--- src/rtl/sample_scheduler.sv ---
// sample_scheduler: per-sample frame sequencer. Each clk_fs rise starts a frame
// that strobes N_CH slots in turn, waits on each done, and checks overruns.
// Ports: clk_256fs/rst (async high); clk_fs/enable frame trigger;
//   ch_start/ch_done slot handshake; busy/active_ch/frame_strobe status;
//   frame_count/cycles_used stats; overrun sticky flag with overrun_clr.
module sample_scheduler #(
  parameter int N_CH   = 4,
  parameter int BUDGET = 240
) (
  input  logic                    clk_256fs,
  input  logic                    rst,
  input  logic                    clk_fs,
  input  logic                    enable,
  output logic [N_CH-1:0]         ch_start,
  input  logic [N_CH-1:0]         ch_done,
  output logic                    busy,
  output logic [$clog2(N_CH)-1:0] active_ch,
  output logic                    frame_strobe,
  output logic [15:0]             frame_count,
  output logic [7:0]              cycles_used,
  output logic                    overrun,
  input  logic                    overrun_clr
);

  localparam int AW = $clog2(N_CH);
  localparam logic [AW-1:0] LAST = AW'(N_CH - 1);
  localparam logic [7:0] BUD = 8'(BUDGET);
  localparam logic [N_CH-1:0] ONE = N_CH'(1);

  typedef enum logic [1:0] {
    IDLE,
    START,
    WAIT
  } state_t;

  state_t state, state_n;

  logic fs_q, fs_prev, rise;
  logic [7:0] cyc, cyc_n;

  logic restart, set_ovr, adv, fin;

  logic [N_CH-1:0] ch_start_n;
  logic [AW-1:0] act_n;
  logic busy_n, strobe_n, ovr_n;
  logic [15:0] fc_n;
  logic [7:0] cu_n;

  // Both edge-detect flops reset high so a clk_fs that is
  // already high at reset release is not seen as a rise.
  always_ff @(posedge clk_256fs or posedge rst) begin
    if (rst) begin
      fs_q    <= 1'b1;
      fs_prev <= 1'b1;
    end else begin
      fs_q    <= clk_fs;
      fs_prev <= fs_q;
    end
  end

  assign rise = fs_q & ~fs_prev;

  always_ff @(posedge clk_256fs or posedge rst) begin
    if (rst) state <= IDLE;
    else     state <= state_n;
  end

  // Priority inside a frame: collision, then budget, then done.
  always_comb begin
    state_n = state;
    restart = 1'b0;
    set_ovr = 1'b0;
    adv     = 1'b0;
    fin     = 1'b0;
    unique case (state)
      IDLE: begin
        if (rise && enable) begin
          state_n = START;
          restart = 1'b1;
        end
      end
      START, WAIT: begin
        if (rise) begin
          set_ovr = 1'b1;
          if (enable) begin
            state_n = START;
            restart = 1'b1;
          end else begin
            state_n = IDLE;
          end
        end else if (cyc == BUD) begin
          set_ovr = 1'b1;
          state_n = IDLE;
        end else if (state == START) begin
          state_n = WAIT;
        end else if (ch_done[active_ch]) begin
          if (active_ch != LAST) begin
            adv     = 1'b1;
            state_n = START;
          end else begin
            fin     = 1'b1;
            state_n = IDLE;
          end
        end
      end
      default: state_n = IDLE;
    endcase
  end

  always_comb begin
    act_n = active_ch;
    if (restart)  act_n = '0;
    else if (adv) act_n = active_ch + AW'(1);

    ch_start_n = '0;
    if (state_n == START) ch_start_n = ONE << act_n;

    busy_n   = (state_n != IDLE);
    strobe_n = restart;
    fc_n     = frame_count + 16'(restart);
    cu_n     = fin ? cyc : cycles_used;

    ovr_n = overrun;
    if (set_ovr)          ovr_n = 1'b1;
    else if (overrun_clr) ovr_n = 1'b0;

    cyc_n = cyc;
    if (restart)
      cyc_n = '0;
    else if (state != IDLE && cyc != 8'hFF)
      cyc_n = cyc + 8'd1;
  end

  always_ff @(posedge clk_256fs or posedge rst) begin
    if (rst) begin
      ch_start     <= '0;
      active_ch    <= '0;
      busy         <= 1'b0;
      frame_strobe <= 1'b0;
      frame_count  <= '0;
      cycles_used  <= '0;
      overrun      <= 1'b0;
      cyc          <= '0;
    end else begin
      ch_start     <= ch_start_n;
      active_ch    <= act_n;
      busy         <= busy_n;
      frame_strobe <= strobe_n;
      frame_count  <= fc_n;
      cycles_used  <= cu_n;
      overrun      <= ovr_n;
      cyc          <= cyc_n;
    end
  end

endmodule

--- config.mk ---
export PLATFORM = sky130hd
export DESIGN_NAME = sample_scheduler
export DESIGN_NICKNAME = d
export VERILOG_FILES = /design/src/rtl/sample_scheduler.sv
export SDC_FILE = /design/constraint.sdc
export NUM_CORES = 1
export LEC_CHECK = 0
export BUFFER_PORTS_ARGS = -buffer_cell sky130_fd_sc_hd__buf_2
export CAP_MARGIN = 25
export CORE_MARGIN = 4
export CORE_UTILIZATION = 56
export CTS_CLUSTER_SIZE = 24
export DETAILED_ROUTE_END_ITERATION = 10
export GPL_TIMING_DRIVEN = 0
export PLACE_DENSITY_LB_ADDON = 0.25
export SETUP_SLACK_MARGIN = 0.3
export SKIP_LAST_GASP = 1
export SYNTH_ARGS = -nofsm -noshare
export SYNTH_HDL_FRONTEND = slang
export SYNTH_SLANG_ARGS = --single-unit
--- constraint.sdc ---
create_clock -name clk_256fs -period 3.9 [get_ports clk_256fs]
set_input_delay 0.195 -clock clk_256fs [delete_from_list [all_inputs] [get_ports clk_256fs]]
set_output_delay 0.195 -clock clk_256fs [all_outputs]
set_load 0.02 [all_outputs]
== Word-level counts from Yosys, hierarchy flattened ==
Index checks and enable logic that the tools add are counted.

* Register bits: 45
* Bits of input ports: 9
* Output and inout bits: 33
* Logic and storage cells: 68

* $add $sub $neg: 3
* Magnitude comparators: 1
* Equality and inequality tests: 6
* Shift operators: 1
* Mux-type cells: 36
* Bitwise operators: 2
* Reductions and logical operators: 8

{| class="wikitable"
|+ Operators with widths
! cell !! number
|-
| 2-to-1 mux 1 bit || 23
|-
| adder 16 x 1 -> 16 bit || 1
|-
| 2-to-1 mux 8 bit || 2
|-
| 2-to-1 mux 2 bit || 7
|-
| adder 8 x 1 -> 8 bit (second input constant) || 1
|-
| equality test 8 bit (second input constant) || 1
|-
| inequality test 8 bit (second input constant) || 1
|-
| nonzero test 2 bit || 4
|-
| equality test 2 x 1 -> 1 bit (second input constant) || 2
|-
| 2-to-1 mux 4 bit || 1
|-
| one-hot mux 2 bit (2 select lines) || 1
|-
| << shifter 1 x 2 -> 4 bit (first input constant) || 1
|-
| less-than comparator 2 x 3 -> 1 bit (second input constant) || 1
|-
| adder 2 x 1 -> 2 bit (second input constant) || 1
|-
| binary-select mux 1 bit (select 2 bit) || 1
|-
| equality test 2 bit (second input constant) || 1
|-
| logical AND 1 bit || 2
|-
| zero test 2 bit || 1
|-
| inequality test 2 bit (second input constant) || 1
|-
| one-hot mux 1 bit (2 select lines) || 1
|-
| OR reduction 2 bit || 1
|-
| AND 1 bit || 1
|-
| NOT 1 bit || 1
|}

== Depth between registers and ports, before layout ==
* Depth after elaboration: 11
* Depth in mapped cells: 11
* Gate-level depth less buffers: 9

== Least setup slack after synthesis ==
No wires, ideal clock.

* Path type: flip-flop to flip-flop
* Start point: register state[0]
* End point: register frame_count[8]
* Setup time: 0.130 ns
* Data arrival time: 2.550 ns
* Required time: 3.770 ns
* Path slack: 1.220 ns
* Stages on the path, launching flop included: 12
* Path buffers: 2
* Clock period less this slack: 2.680 ns
* Cells stage by stage: dfrtp_1 -> inv_1 -> ha_1 -> nor2_1 -> nor3_1 -> clkbuf_1 -> ha_1 -> ha_1 -> and2_1 -> clkbuf_1 -> nand3_1 -> xnor2_1

* Longest elaborated chain between the ends: 4
* Elaborated cells between the ends (all ways): 6
* Those cells by class: add/sub: 1; eq/ne: 2; mux: 1; reduce/logical: 2

{| class="wikitable"
|+ Ends and longest elaborated chain
! item !! line !! text
|-
| start: declaration || 36 || <nowiki>state_t state, state_n;</nowiki>
|-
| start signal: assignment || 65 || <nowiki>else state <= state_n;</nowiki>
|-
| equality test 2 x 1 -> 1 bit / equality test 2 bit (equally long branches) || 75 || <nowiki>unique case (state)</nowiki>
|-
| OR reduction 2 bit || 75 ||
|-
| one-hot mux 1 bit (2 select lines) (*) || 75 ||
|-
| via restart || 41 || <nowiki>logic restart, set_ovr, adv, fin;</nowiki>
|-
| adder 16 x 1 -> 16 bit (*) || 120 || <nowiki>fc_n = frame_count + 16'(restart);</nowiki>
|-
| via fc_n[8] || 46 || <nowiki>logic [15:0] fc_n;</nowiki>
|-
| end signal: assignment || 149 || <nowiki>frame_count <= fc_n;</nowiki>
|-
| end: declaration || 19 || <nowiki>output logic [15:0] frame_count,</nowiki>
|}

Mark *: on every way through the listed nets, which the timed path passes. The rest lies on a longest branch.
A chain may end at the register's enable or synchronous reset.

== Worst setup path in the final report ==
Same ends and word-level chain as after synthesis.

==> flow_metrics.env <==
export IMPL_switchingPower_uw=633
export IMPL_detail_route_antenna_nets=0
export IMPL_rr_startpoint="state[0]"
export IMPL_antenna_found_initial=0
export IMPL_ys_top_cells_by_area="dfrtp_1, xnor2_1, ha_1"
export IMPL_yosys_warnings=0
export IMPL_portBuffers=41
export IMPL_grt_start_max_net_pins=46
export IMPL_path_class="reg2reg"
export IMPL_hp_class="in2reg"
export IMPL_area_growth_pct=16.8
export IMPL_dieArea_um2=4850
export IMPL_grt_setup_unrepaired="no"
export IMPL_hold_viol=0
export IMPL_min_path_cells=2
export IMPL_stdcell_count=283
export IMPL_p_clk_frac=0.167
export IMPL_min_from="overrun_clr"
export IMPL_post_cts_buffers=0
export IMPL_syn_inst=185
export IMPL_cp_max_fo=12
export IMPL_drive_gt1_frac=0.289
export IMPL_p_per_area_nw_per_um2=657
export IMPL_maxCapViolCount=0
export IMPL_r2r_end="frame_count[8]"
export IMPL_combPwrFrac=0.408
export IMPL_synth_top_area_frac=0.506
export IMPL_h_tree_depth=2
export IMPL_syn_nets=203
export IMPL_setup_viol_count_final=0
export IMPL_worst_r2r_path_depth=11
export IMPL_pwr_share_seq=0.425
export IMPL_gp_congestion=0.809
export IMPL_grt_pass1_wl_um=6410
export IMPL_rows=22
export IMPL_synth_flop_cell="dfrtp_1"
export IMPL_cpMostUsedCell="ha_1"
export IMPL_viasPerCell=5.28
export IMPL_drv_slew=0
export IMPL_status="finished clean"
export IMPL_drt_first_iter_violations=40
export IMPL_wl_per_cell_um=12.7
export IMPL_path_cells="inv_1, ha_1, nor2_1, nor3_1, clkbuf_1, ha_1, ha_1, and2_1, clkbuf_1, nand3_1, xnor2_1"
export IMPL_vdd_drop_max_v=0.000451
export IMPL_fill_cells=286
export IMPL_firstDrtPassIters=4
export IMPL_worstPathArrival_ns=3.35
export IMPL_synth_area_um2=2130
export IMPL_place_inst=274
export IMPL_yosys_cell_types_count=38
export IMPL_start_util=0.581
export IMPL_finalSetupTns_ns=0
export IMPL_vias=1494
export IMPL_die_w_um=69.7
export IMPL_drt_total_wl_um=3590
export IMPL_cts_buffers=5
export IMPL_synth_seq_cells=45
export IMPL_coreArea_um2=3660
export IMPL_clock_latency_ns=0.29
export IMPL_synth_edf_count=0
export IMPL_async_reset_ff_frac=1.00
export IMPL_skew_ns=0.00306
export IMPL_fin_nets=252
export IMPL_p_sw_frac=0.388
export IMPL_max_stage_delay_ns=0.50
export IMPL_drc_errors=0
export IMPL_grt_pass1_vias=1453
export IMPL_diodes=0
export IMPL_synth_area_leader_cell="dfrtp_1"
export IMPL_finalCriticalPeriod_ns=3.17
export IMPL_crit_path_start_kind="flip-flop"
export IMPL_cts_clk_slew_worst_paths_ns=0.08
export IMPL_gr_total_overflow=0
export IMPL_avgSynthCellArea_um2=11.5
export IMPL_cts_sinks=45
export IMPL_synth_yosys_seq_area_share=0.530
export IMPL_p_leak_uw=0.00125
export IMPL_max_freq_mhz=315
export IMPL_clk_path_buf_depth=2
export IMPL_ioPinCount=42
export IMPL_maxSlewHeadroom=0.406
export IMPL_place_hpwl_um=2640
export IMPL_cp_slowest_cell="clkbuf_1"
export IMPL_internal_power_uw=1000
export IMPL_die_y_um=69.7
export IMPL_whs_endpoint="overrun"
export IMPL_cts_tree="built"
export IMPL_crit_path_end_kind="flip-flop"
export IMPL_cts_root_buf="clkbuf_8"
export IMPL_finalCritPeriodShare=0.813
export IMPL_rrSetupSlack_ns=0.73
export IMPL_worst_pin_slew_ns=0.890
export IMPL_critPathRequiredTime_ns=4.08
export IMPL_grt_use_total=0.164
## layout make-up
class,instances,area (um2),area share
buffer,3,18.8,0.00755
tap,48,60.1,0.0242
timing repair buffer,42,215,0.0866
clock buffer,6,72.6,0.0292
inverter,9,33.8,0.0136
clock inverter,2,10.0,0.00403
sequential,45,1130,0.454
multi-input combinational,128,947,0.381
## flip-flops by register name (all words and copies together) (netlist names)
register	flops
cycles_used	8
frame_count	16
busy	1
state	2
overrun	1
ch_start	4
fs_prev	1
frame_strobe	1
fs_q	1
active_ch	2
cyc	8
## synthesized netlist by cell type, types with 2 or more instances
cell type / n
a21oi_1: 3
nand4_1: 3
nand3_1: 8
ha_1: 9
nor3_1: 5
nor2_1: 18
o21ai_0: 4
or3_1: 2
xor2_1: 7
dfstp_2: 2
mux2_2: 10
nand2b_1: 3
dfrtp_1: 43
clkbuf_1: 2
inv_1: 9
and3_1: 4
xnor2_1: 14
and4_1: 3
or3b_1: 2
nand2_1: 16
## routing by layer
metal,global-route usage,routed length [um]
met1,0.201,1570
met2,0.273,1780
met3,0.0565,217
met4,0.0511,24
met5,0,0
## through the flow
stage	total power (uW)	hold WS, ns	setup slack [ns]	util	cell area (um2)
5_1_grt	1770	0.100	0.393	0.679	2490
6_report	1630	0.0819	0.729	0.679	2490
2_1_floorplan	1200	0.199	1.22	-	2130
3_5_place_dp	1380	0.301	0.710	0.654	2390
3_3_place_gp	1360	0.300	0.713	0.654	2390
4_1_cts	1660	0.0747	0.698	0.679	2490
## power groups by stage
| stage | registers (uW) | clock network (uW) | logic [uW] |
|---|---|---|---|
| after floorplan | 792 | 0 | 408 |
| after global placement | 701 | 0 | 658 |
| after detailed placement | 704 | 0 | 675 |
| after CTS | 696 | 285 | 677 |
| after global routing | 714 | 304 | 749 |
| final | 693 | 273 | 666 |
## worst max-delay path: cells and delay by family, from the launching register on
family | cells | cell delay [ns]
flops | 1 | 0.44
buf+inv | 3 | 0.78
xor+xnor | 1 | 0.13
fa+ha+maj | 3 | 0.87
simple gates | 4 | 0.83
## cell families (layout without fill, tap and decap cells)
| kind of cell | count (synthesis) | count (layout) | share of synthesized area |
|---|---|---|---|
| adders and majority gates | 9 | 9 | 0.0529 |
| muxes | 12 | 12 | 0.0682 |
| buffers and inverters | 12 | 62 | 0.0247 |
| xor gates and xnor gates | 21 | 21 | 0.0864 |
| and+or+nand+nor | 68 | 68 | 0.162 |
| DFF | 45 | 45 | 0.530 |
| AOI/OAI and AO/OA | 18 | 18 | 0.0758 |
## cells in the final DEF (no fill, tap or decap), types with 2 or more instances in the layout
cell and n:
nand2b_1 3, nand2_1 16, clkbuf_8 5, dfstp_2 2, nor3_1 5, clkinv_2 2, nor2_1 18, or3_1 2
and3_1 4, and4_1 3, mux2_2 10, inv_1 8, nand3_1 8, or3b_1 2, buf_2 41, xnor2_1 14
clkbuf_1 3, xor2_1 7, dfrtp_1 43, a21oi_1 3, ha_1 9, o21ai_0 4, nand4_1 3
## timing repair
item | 4_1_cts | 5_1_grt
hold buffers | 1 | 0
endpoints found under the hold margin | 1 | 0
resized for setup | 0 | 0
## worst max-delay path by stage
stage | start | to | slack [ns] | depth (start not counted)
final | state[0] | frame_count[8] | 0.73 | 11
after global routing | state[0] | frame_count[12] | 0.39 | 11
after CTS | state[0] | frame_count[8] | 0.70 | 11
after detailed placement | state[0] | frame_count[8] | 0.71 | 11
after global placement | state[0] | frame_count[8] | 0.71 | 11
after floorplan | state[0] | frame_count[8] | 1.22 | 11
Power figures use the tool's default switching activity.
